## src/rtl/prefetch_unit_pkg.sv

```systemverilog
// -----------------------------------------------------------------------------
// mc_pkg -- shared definitions for the instruction prefetch unit.
//   fetch_state_t : fetch FSM states (IDLE / WAIT / DROP)
//   INSTR_W       : instruction word width
//   PC_STEP       : byte distance between sequential instructions
// -----------------------------------------------------------------------------
package mc_pkg;

    typedef enum logic [1:0] {
        IDLE = 2'd0,  // no request outstanding
        WAIT = 2'd1,  // request outstanding, returned data will be queued
        DROP = 2'd2   // request outstanding, returned data will be discarded
    } fetch_state_t;

    localparam int unsigned INSTR_W = 32;
    localparam int unsigned PC_STEP = 4;

endpackage : mc_pkg

```

## src/rtl/prefetch_unit_if.sv

```systemverilog
// -----------------------------------------------------------------------------
// Bus interfaces of the prefetch unit.
//   fetch_mem_if : instruction memory request/acknowledge bus
//       master (prefetch unit): drives mem_req, mem_addr; receives mem_ack, mem_rdata
//       slave  (memory)       : the mirror image
//   instr_if     : instruction stream towards the decoder (valid/ready)
//       master (prefetch unit): drives ir_valid, ir_data, ir_pc; receives ir_ready
//       slave  (consumer)     : the mirror image
// -----------------------------------------------------------------------------
interface fetch_mem_if #(
    parameter int unsigned XLEN = 32
) ();
    import mc_pkg::*;

    logic               mem_req;
    logic [XLEN-1:0]    mem_addr;
    logic               mem_ack;
    logic [INSTR_W-1:0] mem_rdata;

    modport master (output mem_req, mem_addr, input  mem_ack, mem_rdata);
    modport slave  (input  mem_req, mem_addr, output mem_ack, mem_rdata);
endinterface : fetch_mem_if

interface instr_if #(
    parameter int unsigned XLEN = 32
) ();
    import mc_pkg::*;

    logic               ir_valid;
    logic               ir_ready;
    logic [INSTR_W-1:0] ir_data;
    logic [XLEN-1:0]    ir_pc;

    modport master (output ir_valid, ir_data, ir_pc, input  ir_ready);
    modport slave  (input  ir_valid, ir_data, ir_pc, output ir_ready);
endinterface : instr_if

```

## src/rtl/prefetch_unit_fifo.sv

```systemverilog
// -----------------------------------------------------------------------------
// fetch_fifo -- small synchronous FIFO holding fetched {pc, instruction} pairs.
//   clk, reset_n : clock, asynchronous active-low reset
//   push, wdata  : enqueue wdata (ignored when full without a same-cycle pop)
//   pop          : dequeue head (ignored when empty)
//   flush        : drop all entries; has priority over push and pop
//   count        : number of valid entries (0..DEPTH)
//   head         : oldest entry, read combinationally from registered storage
// DEPTH must be a power of two so the pointers wrap naturally.
// -----------------------------------------------------------------------------
module fetch_fifo #(
    parameter int unsigned WIDTH = 64,
    parameter int unsigned DEPTH = 4
) (
    input  logic                         clk,
    input  logic                         reset_n,
    input  logic                         push,
    input  logic                         pop,
    input  logic                         flush,
    input  logic [WIDTH-1:0]             wdata,
    output logic [$clog2(DEPTH+1)-1:0]   count,
    output logic [WIDTH-1:0]             head
);

    localparam int unsigned AW = $clog2(DEPTH);
    localparam int unsigned CW = $clog2(DEPTH+1);

    logic [WIDTH-1:0] mem_q [DEPTH];
    logic [AW-1:0]    wr_ptr_q, wr_ptr_d;
    logic [AW-1:0]    rd_ptr_q, rd_ptr_d;
    logic [CW-1:0]    count_q, count_d;
    logic             full, empty, wr_en, rd_en;

    assign full  = (count_q == CW'(DEPTH));
    assign empty = (count_q == '0);
    // A write into a full queue is accepted only when the head leaves in the same cycle.
    assign rd_en = pop && !empty;
    assign wr_en = push && (!full || rd_en);

    // NOTE: every variable assigned in always_comb gets a default first, so no latch is inferred.
    always_comb begin
        wr_ptr_d = wr_ptr_q;
        rd_ptr_d = rd_ptr_q;
        count_d  = count_q;
        if (flush) begin
            wr_ptr_d = '0;
            rd_ptr_d = '0;
            count_d  = '0;
        end else begin
            if (wr_en) wr_ptr_d = wr_ptr_q + AW'(1);
            if (rd_en) rd_ptr_d = rd_ptr_q + AW'(1);
            case ({wr_en, rd_en})
                2'b10:   count_d = count_q + CW'(1);
                2'b01:   count_d = count_q - CW'(1);
                default: count_d = count_q;
            endcase
        end
    end

    // NOTE: sequential state uses non-blocking assignments so all registers update together at the edge.
    // NOTE: the storage is reset as well -- it is only DEPTH entries and the head must read as zero out of reset.
    always_ff @(posedge clk or negedge reset_n) begin
        if (!reset_n) begin
            wr_ptr_q <= '0;
            rd_ptr_q <= '0;
            count_q  <= '0;
            for (int i = 0; i < int'(DEPTH); i++) begin
                mem_q[i] <= '0;
            end
        end else begin
            wr_ptr_q <= wr_ptr_d;
            rd_ptr_q <= rd_ptr_d;
            count_q  <= count_d;
            if (wr_en && !flush) begin
                mem_q[wr_ptr_q] <= wdata;
            end
        end
    end

    assign count = count_q;
    assign head  = mem_q[rd_ptr_q];

endmodule : fetch_fifo

```

## src/rtl/prefetch_unit.sv

```systemverilog
// -----------------------------------------------------------------------------
// prefetch_unit -- sequential instruction prefetcher with a small queue.
//   clk, reset_n : clock, asynchronous active-low reset
//   mem          : fetch_mem_if.master -- one outstanding request at a time
//   redirect     : branch/jump; flushes the queue and restarts at redirect_pc
//   redirect_pc  : new fetch PC (low two bits forced to zero)
//   stall        : inhibits new requests; an outstanding request still completes
//   ir           : instr_if.master -- head of the instruction queue
//   count        : entries currently queued
// Parameters: XLEN (PC width), DEPTH (queue entries, power of two),
// RESET_PC (first fetch address after reset).
// -----------------------------------------------------------------------------
module prefetch_unit
    import mc_pkg::*;
#(
    parameter int unsigned     XLEN     = 32,
    parameter int unsigned     DEPTH    = 4,
    parameter logic [XLEN-1:0] RESET_PC = '0
) (
    input  logic                       clk,
    input  logic                       reset_n,
    fetch_mem_if.master                mem,
    input  logic                       redirect,
    input  logic [XLEN-1:0]            redirect_pc,
    input  logic                       stall,
    instr_if.master                    ir,
    output logic [$clog2(DEPTH+1)-1:0] count
);

    localparam int unsigned CW = $clog2(DEPTH+1);

    fetch_state_t    state_q, state_d;
    logic [XLEN-1:0] mem_addr_q, mem_addr_d;
    logic [XLEN-1:0] fetch_pc_q, fetch_pc_d;
    logic [XLEN-1:0] redirect_pc_aligned;
    logic [XLEN-1:0] next_seq_addr;
    logic            ir_valid;
    logic            push, pop;
    logic [CW:0]     fill_after_push;
    logic            room_to_continue;
    logic [XLEN+INSTR_W-1:0] head;

    assign redirect_pc_aligned = redirect_pc & ~XLEN'(3);
    assign next_seq_addr       = mem_addr_q + XLEN'(PC_STEP);

    assign ir_valid = (count != '0);
    // redirect wins over both queue operations.
    assign pop  = ir_valid && ir.ir_ready && !redirect;
    assign push = (state_q == WAIT) && mem.mem_ack && !redirect;

    // Occupancy once this ack's entry lands; one extra bit keeps count+1 from wrapping.
    assign fill_after_push  = {1'b0, count} + (CW+1)'(1) - (CW+1)'(pop);
    assign room_to_continue = (fill_after_push < (CW+1)'(DEPTH)) && !stall;

    always_comb begin
        state_d    = state_q;
        mem_addr_d = mem_addr_q;
        fetch_pc_d = fetch_pc_q;
        unique case (state_q)
            IDLE: begin
                // An ack arriving here belongs to no request and is ignored.
                if (redirect) begin
                    fetch_pc_d = redirect_pc_aligned;
                end else if ((count < CW'(DEPTH)) && !stall) begin
                    state_d    = WAIT;
                    mem_addr_d = fetch_pc_q;
                end
            end
            WAIT: begin
                if (redirect) begin
                    fetch_pc_d = redirect_pc_aligned;
                    state_d    = mem.mem_ack ? IDLE : DROP;
                end else if (mem.mem_ack) begin
                    fetch_pc_d = next_seq_addr;
                    // Chain straight into the next sequential fetch when the queue
                    // still has room, so a streaming consumer sees no bubbles.
                    if (room_to_continue) begin
                        mem_addr_d = next_seq_addr;
                    end else begin
                        state_d = IDLE;
                    end
                end
            end
            DROP: begin
                // The stale request must finish on the bus at its original address.
                if (redirect) begin
                    fetch_pc_d = redirect_pc_aligned;
                end
                if (mem.mem_ack) begin
                    state_d = IDLE;
                end
            end
            default: begin
                state_d = IDLE;
            end
        endcase
    end

    always_ff @(posedge clk or negedge reset_n) begin
        if (!reset_n) begin
            state_q    <= IDLE;
            mem_addr_q <= RESET_PC;
            fetch_pc_q <= RESET_PC;
        end else begin
            state_q    <= state_d;
            mem_addr_q <= mem_addr_d;
            fetch_pc_q <= fetch_pc_d;
        end
    end

    fetch_fifo #(
        .WIDTH (XLEN + INSTR_W),
        .DEPTH (DEPTH)
    ) u_fifo (
        .clk     (clk),
        .reset_n (reset_n),
        .push    (push),
        .pop     (pop),
        .flush   (redirect),
        .wdata   ({mem_addr_q, mem.mem_rdata}),
        .count   (count),
        .head    (head)
    );

    assign mem.mem_req  = (state_q != IDLE);
    assign mem.mem_addr = mem_addr_q;
    assign ir.ir_valid  = ir_valid;
    assign ir.ir_data   = head[INSTR_W-1:0];
    assign ir.ir_pc     = head[INSTR_W +: XLEN];

endmodule : prefetch_unit

```

## src/flat_wrapper.sv

```systemverilog
// flat-port wrapper written by rule: the top's interface ports become plain ports
module prefetch_unit_flat import mc_pkg::*;
#(
    parameter int unsigned     XLEN     = 32,
    parameter int unsigned     DEPTH    = 4,
    parameter logic [XLEN-1:0] RESET_PC = '0
)
  (clk, reset_n, redirect, redirect_pc, stall, count, mem_mem_req, mem_mem_addr, mem_mem_ack, mem_mem_rdata, ir_ir_valid, ir_ir_data, ir_ir_pc, ir_ir_ready);
  fetch_mem_if #(.XLEN(XLEN)) mem_i ();
  instr_if #(.XLEN(XLEN)) ir_i ();
  input  logic clk;
  input  logic reset_n;
  input  logic redirect;
  input  logic [XLEN-1:0] redirect_pc;
  input  logic stall;
  output logic [$clog2(DEPTH+1)-1:0] count;
  output wire logic [$bits(mem_i.mem_req)-1:0] mem_mem_req;
  output wire logic [$bits(mem_i.mem_addr)-1:0] mem_mem_addr;
  input wire logic [$bits(mem_i.mem_ack)-1:0] mem_mem_ack;
  input wire logic [$bits(mem_i.mem_rdata)-1:0] mem_mem_rdata;
  output wire logic [$bits(ir_i.ir_valid)-1:0] ir_ir_valid;
  output wire logic [$bits(ir_i.ir_data)-1:0] ir_ir_data;
  output wire logic [$bits(ir_i.ir_pc)-1:0] ir_ir_pc;
  input wire logic [$bits(ir_i.ir_ready)-1:0] ir_ir_ready;
  assign mem_mem_req = mem_i.mem_req;
  assign mem_mem_addr = mem_i.mem_addr;
  assign mem_i.mem_ack = mem_mem_ack;
  assign mem_i.mem_rdata = mem_mem_rdata;
  assign ir_ir_valid = ir_i.ir_valid;
  assign ir_ir_data = ir_i.ir_data;
  assign ir_ir_pc = ir_i.ir_pc;
  assign ir_i.ir_ready = ir_ir_ready;
  prefetch_unit #(.XLEN(XLEN), .DEPTH(DEPTH), .RESET_PC(RESET_PC)) u_core (.clk(clk), .reset_n(reset_n), .mem(mem_i), .redirect(redirect), .redirect_pc(redirect_pc), .stall(stall), .ir(ir_i), .count(count));
endmodule
```

## config.mk

```make
export PLATFORM = sky130hd
export DESIGN_NAME = prefetch_unit_flat
export DESIGN_NICKNAME = d
export VERILOG_FILES = /design/src/rtl/prefetch_unit_pkg.sv /design/src/rtl/prefetch_unit_if.sv /design/src/rtl/prefetch_unit_fifo.sv /design/src/rtl/prefetch_unit.sv /design/src/flat_wrapper.sv
export SDC_FILE = /design/constraint.sdc
export NUM_CORES = 1
export LEC_CHECK = 0
export CORE_ASPECT_RATIO = 2
export CORE_MARGIN = 2
export CORE_UTILIZATION = 47
export CTS_BUF_LIST = sky130_fd_sc_hd__clkbuf_4 sky130_fd_sc_hd__clkbuf_8 sky130_fd_sc_hd__clkbuf_16
export CTS_CLUSTER_DIAMETER = 150
export DETAILED_ROUTE_END_ITERATION = 16
export DONT_BUFFER_PORTS = 1
export PLACE_DENSITY = 0.68
export SKIP_LAST_GASP = 1
export SYNTH_ARGS = -nofsm -noshare
export SYNTH_HDL_FRONTEND = slang
export SYNTH_SLANG_ARGS = --single-unit
```

## constraint.sdc

```tcl
create_clock -name clk -period 2.9 [get_ports clk]
set_input_delay 0.58 -clock clk [delete_from_list [all_inputs] [get_ports clk]]
set_output_delay 0.58 -clock clk [all_outputs]
set_load 0.01 [all_outputs]
```

# ---- Word level (Yosys, flattened, before mapping)
# Index checks and enable logic that the tools add are counted.
dict set report totals {
  register_bits 329
  inputBits 70
  output_inout_bits 101
  word_cells 96
}
dict set report op_classes {
  n_addsub 7
  order_cmp 5
  n_eq_ne 14
  muxes 30
  bitwise_logic 2
  reduce_logical 28
}
# cell n
set ops {}
lappend ops {{bitwise mux 256 bit} 1}
lappend ops {{two-way mux 32 bit} 8}
lappend ops {{two-way mux 64 bit} 3}
lappend ops {{binary-select mux 64 bit (select 2 bit)} 1}
lappend ops {{demux 64 bit (select 2 bit)} 1}
lappend ops {{one-hot mux 32 bit (2 select lines)} 2}
lappend ops {{adder 32 x 3 -> 32 bit, second input constant} 1}
lappend ops {{two-way mux 2 bit} 11}
lappend ops {{logical AND 1 bit} 10}
lappend ops {{nonzero test 2 bit} 5}
lappend ops {{!= test 2 bit, second input constant} 4}
lappend ops {{>= comparator 3 bit, second input constant} 2}
lappend ops {{!= test 2 x 1 -> 1 bit, second input constant} 3}
lappend ops {{!= test 3 bit, second input constant} 2}
lappend ops {{NOT 2 -> 3 bit} 2}
lappend ops {{one-hot mux 2 bit (3 select lines)} 1}
lappend ops {{one-hot mux 3 bit (2 select lines)} 1}
lappend ops {{AND reduction 6 bit} 1}
lappend ops {{nonzero test 3 bit} 2}
lappend ops {{AND reduction 5 bit} 1}
lappend ops {{adder 2 x 1 -> 2 bit, second input constant} 2}
lappend ops {{adder 3 x 1 -> 4 bit, second input constant} 1}
lappend ops {{equality test 2 x 1 -> 1 bit, second input constant} 2}
lappend ops {{equality test 2 bit, second input constant} 2}
lappend ops {{other kinds (14)} 17}

# ---- Depth between registers and ports, before layout
dict set report depth {
  word_depth 10
  mapped_depth 8
  depth_no_buf 7
}

# ---- Hierarchy
# Synthesis repeated with hierarchy kept, for this count alone.
dict set report hier_totals {
  cells_unflattened 1132
  hier_area_um2 16817.4
}
# module n_inst cells_each area_per_inst_um2 seq_area_each_um2
set by_module_without_submodules {}
lappend by_module_without_submodules {fetch_fifo 1 684 12877.4 6581.3}
lappend by_module_without_submodules {prefetch_unit 1 448 3940.0 1651.6}

# ---- Least setup slack after synthesis
# OpenSTA, ideal clock, no wires.
dict set report synth_path {
  path_kind {reg2reg}
  start {register u_core.u_fifo.count_q[0] (netlist: u_core.u_fifo.count[0])}
  end {register u_core.u_fifo.count_q[2] (netlist: u_core.u_fifo.count[2])}
  setup_time_ns 0.078
  t_arrival_ns 2.129
  required_ns 2.822
  path_slack_ns 0.693
  path_stages_with_launch 8
  n_path_buf 0
  synth_period_minus_slack_ns 2.207
  cell_sequence {dfrtp_1 -> o31ai_1 -> a21oi_1 -> nor2b_1 -> fa_1 -> xnor2_1 -> or3_1 -> a21oi_1}
}
dict set report synth_via {
  elab_chain_len 9
  elab_cells_between_ends 17
  classes_between {add/sub: 2; eq/ne: 3; mux: 2; reduce/logical: 10}
}
# item line
set synth_rtl {}
lappend synth_rtl {{from (decl)} prefetch_unit_fifo.sv:31} ;# logic [CW-1:0] count_q, count_d;
lappend synth_rtl {{from (signal assigned)} prefetch_unit_fifo.sv:73} ;# count_q <= count_d;
lappend synth_rtl {{nonzero test 3 bit} prefetch_unit.sv:46} ;# assign ir_valid = (count != '0);
lappend synth_rtl {{logical AND 1 bit (2 in a row)} prefetch_unit.sv:48} ;# assign pop = ir_valid && ir.ir_ready && !redirect;
lappend synth_rtl {{logical AND 1 bit} prefetch_unit_fifo.sv:37} ;# assign rd_en = pop && !empty;
lappend synth_rtl {{logical OR 1 bit} prefetch_unit_fifo.sv:38} ;# assign wr_en = push && (!full || rd_en);
lappend synth_rtl {{logical AND 1 bit} prefetch_unit_fifo.sv:38}
lappend synth_rtl {{equality test 2 x 1 -> 1 bit / equality test 2 bit (equally long branches)} prefetch_unit_fifo.sv:52} ;# case ({wr_en, rd_en})
lappend synth_rtl {{one-hot mux 3 bit (2 select lines)} prefetch_unit_fifo.sv:52}
lappend synth_rtl {{two-way mux 3 bit} prefetch_unit_fifo.sv:45} ;# if (flush) begin
# Parallel ways exist; a longest one is shown, timed or not.
# A chain may end at the register's enable or synchronous reset.

# ---- Final worst setup path
dict set report layout_path {
  start {register u_core.u_fifo.rd_ptr_q[0]}
  end {output port ir_ir_pc[27]}
}
dict set report layout_via {
  elab_chain_len 4
}
# item line
set layout_rtl {}
lappend layout_rtl {{from (decl)} prefetch_unit_fifo.sv:30} ;# logic [AW-1:0] rd_ptr_q, rd_ptr_d;
lappend layout_rtl {{from (signal assigned)} prefetch_unit_fifo.sv:72} ;# rd_ptr_q <= rd_ptr_d;
lappend layout_rtl {{NOT 2 -> 3 bit (not written as such)} prefetch_unit_fifo.sv:81} ;# assign head = mem_q[rd_ptr_q];
lappend layout_rtl {{binary-select mux 64 bit (select 2 bit)} prefetch_unit_fifo.sv:81}
lappend layout_rtl {{two-way mux 64 bit (not written as such) (2 in a row)} prefetch_unit_fifo.sv:81}
lappend layout_rtl {{to (decl)} flat_wrapper.sv:23} ;# output wire logic [$bits(ir_i.ir_pc)-1:0] ir_ir_pc;
# Every way passes these cells. The select of a mux whose other input is x is not followed.

==> flow_results.org <==
** Status
- Status :: finished with violations
- Violations in the final reports :: hold timing

** Worst setup path
- The critical path in this run is classified as reg2out.
- Kind of end point of the critical path :: output pin
- The signal on the critical path passes through buf_4, mux4_2.
- The slowest stage of the critical path is the sky130_fd_sc_hd__mux4_2 cell.
- In this design, the stage delay of the slowest critical-path cell is 660 ps.
- CP max FO :: 20
- STA classifies the critical path startpoint as a flip-flop.
- Counting cells, the worst reg-to-reg path comes to 7.
- For the worst setup path, the data arrival time is roughly 2100 ps.
- At the worst endpoint, the required time is 2320 ps.

** Place
- Buffers placed on the I/O ports in this run total 0.
- Post-DP Area :: 15870 um2
- Dpl hpwl :: 23430 um
- Final Wtd Congestion :: 0.8246

** Logic synthesis
- Summed over all instances, the cell type with the most area after synthesis is sky130_fd_sc_hd__dfrtp_1.
- Count of cell types in the netlist :: 54
- In this run the mean area of a mapped cell was 13.38 um2.
- Among all flip-flop cells after synthesis, the most frequent one is sky130_fd_sc_hd__dfrtp_1.
- In this run, synthesis inferred 0 flip-flops with an integrated enable.
- The number of nets in the synthesized netlist is 1235.
- Yosys attributes the largest share of cell area to sky130_fd_sc_hd__dfrtp_1 53%, sky130_fd_sc_hd__mux2_2 18%, sky130_fd_sc_hd__mux4_2 9.3%.
- Flop and latch count out of synthesis :: ~330
- Sequential cells were found to cover 53.09% of the synthesized design area.
- Synthesized netlist cell count :: approximately 1.2k
- Count of yosys warnings during synthesis :: 0
- Post-synthesis cell area :: 15510 um2
- Top-area cell type share of the netlist area :: 53.09%
- Async S/R FF share, synth :: 100.0%

** Global routing
- The first global-routing pass estimated 57680 um of wire.
- Entering global routing, the biggest net connects 330 pins.
- For this run the aggregate overflow at the end of global routing stands at 0.
- The via count of the first global-routing pass is 9878.
- Initial antenna violation count :: 4
- Global routing consumed, over all layers together, 21.24% of the routing resources.

** Worst hold path
- Path class of the lowest-slack min-delay path :: in2async

** Clock tree
- Counting every sink on the clock net gives 329.
- CTS built an H-tree with a depth of 1.
- TritonCTS built the clock tree.
- Buffers inserted during clock tree synthesis total 30.
- Post-cts resize count :: 0
- For the worst-skew pair, the clock arrives at the later sink with an insertion delay of approximately 570 ps.
- After clock tree synthesis, the setup repair step added 0 buffers.
- The cell sitting at the root of the clock tree is a sky130_fd_sc_hd__clkbuf_16.
- Clock-pin slew was measured on the worst setup and hold paths at 70 ps.
- The longest clock path from root to sink contains 3 buffers.

** STA
- At the pin with the least slew margin, the transition time is approximately 1200 ps.
- Worst hold slack across all endpoints :: -278.6 ps
- After layout, the minimum clock period comes to 2654 ps.
- The final number of max-transition violations came to 0.
- Worst slew margin relative to its limit :: 18.00%
- Worst clock skew :: approximately 19 ps
- Share of the clock period used by the worst path after layout :: 91.52%
- Setup repair after global routing left no endpoint under its margin.
- Max frequency :: 376.8 MHz
- Final setup viols :: 0
- Sum Neg Setup Slack :: 0 ps
- The final count of hold timing violations came to 329.

** Floorplanning
- The floorplan step defined a die boundary enclosing 34550 um2.
- The initialized floorplan defines 94 standard-cell rows.
- 171 I/O pins were placed.
- Area inside the core boundary :: 32700 um2
- X dimension of the die :: 132.4 um
- Die outline height :: 260.9 um
- Effective utilization at floorplan :: 47.43%

** Drt
- In the routed design, unresolved DRC markers number 0.
- Via-per-instance ratio :: approximately 6
- The pre-antenna-repair detailed-routing pass consisted of 4 iterations.
- After detailed routing, the total wire length is 36620 um.
- After detailed routing, the average wire length per cell comes to approximately 23 um.
- The detailed router placed 9427 vias in this run.
- Post-route antenna net violation count :: 0
- 1st-iter DRT viols :: roughly 470

** Finish
- Nets@finish :: ~1.2k
- Most common cell after layout, fill and taps aside :: sky130_fd_sc_hd__dfrtp_1
- Area of all placed cells without fillers :: 16890 um2
- Area growth, synth to finish :: 8.907%
- Leaving out fill and tap cells, the most frequent cells in the layout are 327 x sky130_fd_sc_hd__dfrtp_1, 250 x sky130_fd_sc_hd__mux2_2, 68 x sky130_fd_sc_hd__nand2_1, 64 x sky130_fd_sc_hd__mux4_2, 58 x sky130_fd_sc_hd__o21ai_0.
- Ratio of cells with drive above 1 in the final layout :: between 30% and 40%

** Power
- The analysis attributes to cell leakage a power of roughly 0.0076 uW.
- In this run the power density over the cells is 715.0 nW/um2.
- VDD sags by at most 0.0005863 V.

** Job
- The tool flagged a number of max-cap violations equal to 0.
[flip-flops by register name (all words and copies together), names as in the netlist]
name	count
u_core.u_fifo.rd_ptr_q	2
u_core.state_q	2
u_core.u_fifo.wr_ptr_q	2
u_core.fetch_pc_q	32
u_core.u_fifo.count	3
u_core.u_fifo.mem_q	256
u_core.mem.mem_addr	32
[kinds of logic (layout without fill, tap and decap cells)]
group	Yosys count	count (layout)	synth area share, %
flops	329	329	53.09
buf+inv	111	95	3.921
simple gates	198	198	6.422
other cells	0	4	0
fa+ha+maj	6	6	0.5325
compound gates	171	171	6.858
mux	319	319	27.77
xor+xnor	25	25	1.412
[cells in the mapped netlist (4+ instances only)]
library cell / count
sky130_fd_sc_hd__dfrtp_1: 329
sky130_fd_sc_hd__mux2_2: 250
sky130_fd_sc_hd__nand2_1: 72
sky130_fd_sc_hd__mux4_2: 64
sky130_fd_sc_hd__o21ai_0: 58
sky130_fd_sc_hd__a21oi_1: 43
sky130_fd_sc_hd__clkbuf_1: 38
sky130_fd_sc_hd__buf_2: 36
sky130_fd_sc_hd__nor2_1: 34
sky130_fd_sc_hd__nand3_1: 21
sky130_fd_sc_hd__nand4_1: 20
sky130_fd_sc_hd__a2bb2oi_1: 16
sky130_fd_sc_hd__buf_6: 16
sky130_fd_sc_hd__o22ai_1: 15
sky130_fd_sc_hd__xor2_1: 13
sky130_fd_sc_hd__xnor2_1: 12
sky130_fd_sc_hd__a32oi_1: 11
sky130_fd_sc_hd__nor3_1: 8
sky130_fd_sc_hd__buf_1: 7
sky130_fd_sc_hd__or3_1: 7
sky130_fd_sc_hd__and3_1: 6
sky130_fd_sc_hd__buf_4: 6
sky130_fd_sc_hd__a31o_2: 5
sky130_fd_sc_hd__a31oi_1: 5
sky130_fd_sc_hd__and4_1: 5
sky130_fd_sc_hd__ha_1: 5
sky130_fd_sc_hd__inv_1: 5
sky130_fd_sc_hd__mux2i_1: 5
sky130_fd_sc_hd__o31ai_1: 5
sky130_fd_sc_hd__nand2b_1: 4
sky130_fd_sc_hd__nor2b_1: 4
sky130_fd_sc_hd__nor4_1: 4
[worst paths after layout]
| kind | start | to | slack [ps] |
|---|---|---|---|
| worst max-delay path | u_core.u_fifo.rd_ptr_q[0] | ir_ir_pc[27] | 250 |
| worst min-delay path | reset_n | u_core.u_fifo.mem_q[106] | -280 |
| worst max register to register | u_core.u_fifo.count[1] | u_core.u_fifo.count[2] | 500 |
| worst min register to register | u_core.fetch_pc_q[1] | u_core.fetch_pc_q[1] | 470 |
| max in group asynchronous | reset_n | u_core.u_fifo.rd_ptr_q[0] | 2060 |
| min in group clk | mem_mem_ack | u_core.state_q[1] | 70 |
[metal layers]
metal / part of all wire [%] / vias up / GRT usage [%]
li1: - / 4199 / -
met1: 38 / 4970 / 24.54
met2: 55 / 215 / 39.51
met3: 5.3 / 43 / 3.982
met4: 1.7 / 0 / 6.720
met5: 0 / - / 0
[through the flow]
step | cells | util [%] | power, uW | worst slack (ps)
after floorplan | 1159 | - | 7525 | 693.2
after global placement | 1520 | 48.53 | 8024 | 568.3
after detailed placement | 1520 | 48.53 | 8139 | 483.6
after CTS | 1575 | 51.63 | 12240 | 167.7
after global routing | 1579 | 51.66 | 12630 | 143.6
final | 1579 | 51.66 | 12080 | 245.8
[layout make-up]
type	count	area, um2
Fill cell	2851	15810
Sequential cell	329	8240
Multi-Input combinational cell	719	6705
Clock buffer	42	889.6
Tap cell	432	540.5
Timing Repair Buffer	35	362.8
Clock inverter	13	122.6
Inverter	5	18.77
Antenna cell	4	10.01
[critical path, delay by kind of cell, from the launching register on]
family / cells / cell delay (ps)
multiplexers: 1 / 660
buffers and inverters: 1 / 420
flip-flops: 1 / 420
[power by group]
part,switching [uW],internal (uW),total (uW),leakage (uW)
logic,1100,1090,2190,0.00275
registers,619,5210,5830,0.00431
clock network,1730,2320,4050,0.000517
No activity file was read; power rests on OpenSTA's default activity.
